==> src/rtl/sio_pkg.sv <==
// Shared types and default sizing for the SIO transmit scheduler.
package sio_pkg;

    typedef enum logic [1:0] {ST_IDLE, ST_START, ST_DATA, ST_PARITY} sio_state_t;

    localparam int SIO_GAP_BITS_DEF = 20;
    localparam int SIO_DATA_W_DEF   = 10;
    localparam int SIO_GAP_CNT_W    = $clog2(SIO_GAP_BITS_DEF + 1);
    localparam int SIO_BIT_CNT_W    = $clog2(SIO_DATA_W_DEF);

endpackage

==> src/rtl/sio_rr_arbiter.sv <==
// Combinational round-robin arbiter: first valid request at or after ptr wins.
module sio_rr_arbiter
#(
    parameter int NREQ = 4,
    parameter int IW   = (NREQ > 1) ? $clog2(NREQ) : 1
)
(
    input  logic [NREQ-1:0] req,
    input  logic [IW-1:0]   ptr,
    input  logic            en,
    output logic [NREQ-1:0] grant,
    output logic [IW-1:0]   idx
);

    logic [2*NREQ-1:0] dbl;
    logic [NREQ-1:0]   rot;
    logic              found;

    always_comb begin
        dbl   = {req, req} >> ptr;
        rot   = dbl[NREQ-1:0];
        idx   = '0;
        found = 1'b0;
        // rot[k] is requester ptr+k (mod NREQ); the lowest set bit wins
        for (int k = 0; k < NREQ; k++) begin
            if (en && !found && rot[k]) begin
                found = 1'b1;
                if (int'(ptr) + k >= NREQ)
                    idx = IW'(int'(ptr) + k - NREQ);
                else
                    idx = IW'(int'(ptr) + k);
            end
        end
        grant = found ? (NREQ'(1) << idx) : '0;
    end

endmodule

==> src/rtl/sio_tx_scheduler.sv <==
// Round-robin serial frame transmitter on one SIO line.
// Define SIO_PARITY_EN to append an odd-parity bit after the data bits.
module sio_tx_scheduler
    import sio_pkg::*;
#(
    parameter int NREQ     = 4,
    parameter int DATA_W   = SIO_DATA_W_DEF,
    parameter int GAP_BITS = SIO_GAP_BITS_DEF,
    parameter int CLKDIV   = 16,
    parameter int IW       = (NREQ > 1) ? $clog2(NREQ) : 1
)
(
    input  logic                     MCLK,
    input  logic                     RESET,
    input  logic [NREQ-1:0]          ReqValid,
    input  logic [NREQ*DATA_W-1:0]   ReqData,
    output logic [NREQ-1:0]          ReqReady,
    output logic                     SioDat,
    output logic                     Busy,
    output logic [IW-1:0]            GrantId,
    output logic                     FrameDone
);

    localparam int DVW = $clog2(CLKDIV);
    localparam int GCW = $clog2(GAP_BITS + 1);
    localparam int BCW = (DATA_W > 1) ? $clog2(DATA_W) : 1;

    localparam logic [1:0] S_IDLE   = ST_IDLE;
    localparam logic [1:0] S_START  = ST_START;
    localparam logic [1:0] S_DATA   = ST_DATA;
    localparam logic [1:0] S_PARITY = ST_PARITY;

    logic [DVW-1:0]    div;
    logic              tick;
    logic [1:0]        state;
    logic [GCW-1:0]    gap;
    logic [BCW-1:0]    bitcnt;
    logic [DATA_W-1:0] shreg;
    logic [IW-1:0]     rrptr;
    logic              fire;
    logic [NREQ-1:0]   grant;
    logic [IW-1:0]     gidx;
    logic [DATA_W-1:0] words [NREQ];
`ifdef SIO_PARITY_EN
    logic              par;
`endif

    for (genvar i = 0; i < NREQ; i++) begin : g_words
        assign words[i] = ReqData[i*DATA_W +: DATA_W];
    end

    assign tick = (div == DVW'(CLKDIV - 1));
    assign fire = !RESET && tick && (state == S_IDLE) && (gap == GCW'(GAP_BITS)) && (|ReqValid);
    assign Busy = (state != S_IDLE);

    sio_rr_arbiter #(.NREQ(NREQ), .IW(IW)) u_arb (
        .req   (ReqValid),
        .ptr   (rrptr),
        .en    (fire),
        .grant (grant),
        .idx   (gidx)
    );

    // The accept pulse is the arbiter grant itself, live only on the launching tick
    assign ReqReady = grant;

    always_ff @(posedge MCLK) begin
        if (RESET) begin
            div       <= '0;
            state     <= S_IDLE;
            gap       <= '0;
            bitcnt    <= '0;
            shreg     <= '0;
            rrptr     <= '0;
            SioDat    <= 1'b0;
            GrantId   <= '0;
            FrameDone <= 1'b0;
        end else begin
            div       <= tick ? '0 : div + 1'b1;
            FrameDone <= 1'b0;
            if (tick) begin
                case (state)
                    S_IDLE: begin
                        if (fire) begin
                            state   <= S_START;
                            SioDat  <= 1'b1;
                            shreg   <= words[gidx];
                            GrantId <= gidx;
                            rrptr   <= (gidx == IW'(NREQ - 1)) ? '0 : gidx + 1'b1;
`ifdef SIO_PARITY_EN
                            par     <= ~^words[gidx];
`endif
                        end else if (gap != GCW'(GAP_BITS)) begin
                            gap <= gap + 1'b1;
                        end
                    end
                    S_START: begin
                        state  <= S_DATA;
                        SioDat <= shreg[DATA_W-1];
                        shreg  <= shreg << 1;
                        bitcnt <= '0;
                    end
                    S_DATA: begin
                        if (bitcnt == BCW'(DATA_W - 1)) begin
`ifdef SIO_PARITY_EN
                            state  <= S_PARITY;
                            SioDat <= par;
`else
                            state     <= S_IDLE;
                            SioDat    <= 1'b0;
                            FrameDone <= 1'b1;
                            gap       <= '0;
`endif
                        end else begin
                            SioDat <= shreg[DATA_W-1];
                            shreg  <= shreg << 1;
                            bitcnt <= bitcnt + 1'b1;
                        end
                    end
                    default: begin
                        // parity bit has just ended (or an unused encoding): close the frame
                        state     <= S_IDLE;
                        SioDat    <= 1'b0;
                        FrameDone <= (state == S_PARITY);
                        gap       <= '0;
                    end
                endcase
            end
        end
    end

endmodule
==> config.mk <==
export PLATFORM = sky130hd
export DESIGN_NAME = sio_tx_scheduler
export DESIGN_NICKNAME = d
export VERILOG_FILES = /design/src/rtl/sio_pkg.sv /design/src/rtl/sio_rr_arbiter.sv /design/src/rtl/sio_tx_scheduler.sv
export SDC_FILE = /design/constraint.sdc
export NUM_CORES = 1
export LEC_CHECK = 0
export ABC_AREA = 1
export CORE_UTILIZATION = 35
export CTS_CLUSTER_DIAMETER = 30
export DETAILED_ROUTE_END_ITERATION = 6
export PLACE_DENSITY_LB_ADDON = 0.15
export SYNTH_ARGS = -nofsm -noshare
export SYNTH_HDL_FRONTEND = slang
export SYNTH_SLANG_ARGS = --single-unit
export TNS_END_PERCENT = 100
==> constraint.sdc <==
create_clock -name MCLK -period 5.7 [get_ports MCLK]
set_input_delay 1.14 -clock MCLK [delete_from_list [all_inputs] [get_ports MCLK]]
set_output_delay 1.14 -clock MCLK [all_outputs]
set_load 0.02 [all_outputs]
==> results.json <==
{
  "critPathMaxFanout": 19,
  "synthArstFlopShare_pct": 0,
  "summed_negative_setup_slack_over_all_endpoints_ps": 0,
  "grt.total_usage_pct": 17.1,
  "insertedDiodeCount": 0,
  "critical_path.startpoint_type": "primary input",
  "power.density_nw_per_um2": 165,
  "crit_path_top_delay_cell": "clkdlybuf4s50_1",
  "grt_pass1_vias": 2277,
  "synthDistinctLibCells": 36,
  "fin_ws_ps": 701,
  "fin_cells": 504,
  "finalHoldViolations": 0,
  "number_of_buffers_inserted_during_clock_tree_synthesis": 5,
  "die-width_um": 85.0,
  "routedWlPerCell_um": 11.9,
  "drt_drc_violations_left": 8,
  "ioPinCount": 55,
  "routabilityCongestion": 0.865,
  "critical_path.max_stage_delay_ps": 620,
  "detailedRoute.firstIterationViolations": 132,
  "synthCells": 379,
  "postSynth.topFlopCell": "dfxtp_1",
  "area_delta_synth_final_pct": 26.3,
  "switching_power_mw": 0.105,
  "portBuffers": 54,
  "place_ws_ps": 691,
  "timing.critical_path.cells": "clkdlybuf4s50_1, inv_1, nand3_1, nand2_2, nor2_4, nand2_2, nand3_1, nand2_4, nand2_1, ha_1, inv_1, nor2_1, clkdlybuf4s50_1",
  "cts-root-to-sink-buffers": 2,
  "die-height_um": 85.0,
  "die_area_um2": 7220,
  "layout.cells.most_common_list": "90 x nand2_1, 72 x nand3_1, 54 x clkdlybuf4s50_1, 52 x inv_1, 34 x nor2_1",
  "synth_enable_flop_cells": 0,
  "report.final.setup_viol": 0,
  "syn_avg_cell_area_um2": 6.36,
  "grt_overflow": 0,
  "synth.net_count": 436,
  "cts_hold_repair.buffers": 0,
  "fmax_mhz": 200,
  "synth_warnings": 0,
  "cts.htree.levels": 2,
  "core_um2": 6490,
  "most_common_library_cell_in_the_layout_ignoring_fill_and_taps": "nand2_1",
  "clockPowerShare_pct": 44.1,
  "fin_worst_skew_ps": 5.66,
  "clock_tree.root_cell": "clkbuf_8",
  "rows": 29,
  "detail-route-antenna-nets": 0,
  "final_util_pct": 46.8,
  "worst-slew-pin-transition_ps": 696,
  "critical_path_at_ps": 3860,
  "post_cts_setup_driven_buffer_insertion_count": 0,
  "place_hpwl_mm": 4.62,
  "required_ps": 4560,
  "maxCapViolCount": 0,
  "cts.sink_count": 31,
  "final_area_um2": 3040,
  "whs_ps": 451,
  "synth-seq-cells": 31,
  "cts_tree": "built",
  "power.share.switching_pct": 20.9,
  "post_synth_instance_area_um2": 2410,
  "post-route-min-period_ps": 5000,
  "placed_instance_area_um2": 2920,
  "initial_core_util_pct": 37.1,
  "worst_slew_margin_relative_to_its_limit_pct": 53.5,
  "pwr-share-seq_pct": 43.8,
  "grt_pass1_wl_mm": 10.2,
  "total_power_mw": 0.501,
  "final-max-slew-violation-count": 0,
  "endpoint_kind": "primary output",
  "vdd.ir_drop.worst_v": 0.000170,
  "holdCritPathClass": "flip-flop to flip-flop",
  "drt-pass1-iter-count": 7,
  "grt_start_max_net_pins": 21,
  "finalCritPeriodShare_pct": 87.7,
  "ys_seq_area_share_pct": 25.8,
  "place.detailed.instances": 496,
  "run_status": "finished with violations",
  "static-leakage-power_nw": 1.39,
  "clock_latency_ps": 280,
  "finalNetCount": 483,
  "ctsResizeCount": 0,
  "route.detailed.vias_per_inst": 4.93,
  "grt_antenna_before_repair": 0,
  "cts.clk_slew.worst_paths_ps": 70,
  "violations": "DRC",
  "drive_above_1_share_pct": 7.73,
  "routed_wl_mm": 6.01,
  "internal-power_mw": 0.397,
  "vias": 2486,
  "comb_power_share_pct": 12.1,
  "rsz0062_at_grt": "no",
  "timing.setup.critical_path_class": "primary input to primary output"
}
## area by class of cell
class                      instances  area [um2]
clock inverter                     2        35.0
sequential                        31         621
tap                               77        96.3
inverter                          57         221
timing repair buffer              55         548
multi-input combinational        276        1440
clock buffer                       6        82.6
fill                             686        3450
## power groups by stage
stage | Combinational (mW) | Clock [mW] | Sequential, mW
6_report | 0.0607 | 0.221 | 0.220
4_1_cts | 0.0610 | 0.227 | 0.220
2_1_floorplan | 0.0231 | 0 | 0.224
3_5_place_dp | 0.0603 | 0 | 0.225
3_3_place_gp | 0.0611 | 0 | 0.224
5_1_grt | 0.0676 | 0.236 | 0.220
## final timing paths
path | start | end | slack [ps] | cells after the start
min | div[0] | div[0] | 450 | 1
max | ReqValid[3] | ReqReady[2] | 700 | 13
max reg2reg | state[1] | shreg[7] | 2970 | 15
min reg2reg | div[0] | div[0] | 450 | 1
## cells in the mapped netlist, types with 2 or more instances
master     n  area [um2]
nand2_1   90         338
or2_2      2        12.5
a211oi_1   2        15.0
nor3b_1    3        22.5
nand2_2    5        31.3
dfxtp_1   31         621
nor3_1     6        30.0
o21ai_2    2        17.5
o211ai_1   2        15.0
buf_2      3        15.0
buf_6      5        56.3
o21ai_0    9        45.0
nand3_2    2        20.0
nor2_1    34         128
ha_1      11         138
clkbuf_1   3        11.3
nand3_1   72         360
nand2_4    3        33.8
nand4_4    2        42.5
nor2_4     2        22.5
inv_1     52         195
a21oi_1   21         105
a21oi_2    2        17.5
inv_2      3        11.3
## flip-flops by register name, indices dropped and copies added (netlist names)
name	cells
shreg	10
gap	5
bitcnt	4
div	4
GrantId	2
rrptr	2
state	2
FrameDone	1
SioDat	1
## worst max-delay path, delay by kind of cell
| family | cells | cell delay [ps] |
|---|---|---|
| AND/OR/NAND/NOR | 8 | 1280 |
| buffers and inverters | 4 | 1240 |
| adder cells (fa/ha/maj) | 1 | 170 |
## cell families after synthesis
logic type	share of synthesized area, %
buffers and inverters	14.5
AOI/OAI and AO/OA	9.45
adders and majority gates	5.71
xor gates and xnor gates	0.727
and+or+nand+nor	43.8
DFF	25.8
## per-layer routing
metal  wire [um]  up-vias  track usage, %
met5           0        -               0
li1            -     1307               -
met3         403        8            3.31
met4          89        0            5.55
met2        2640       76            28.2
met1        2880     1095            22.4
(Power assumes the default switching activity.)
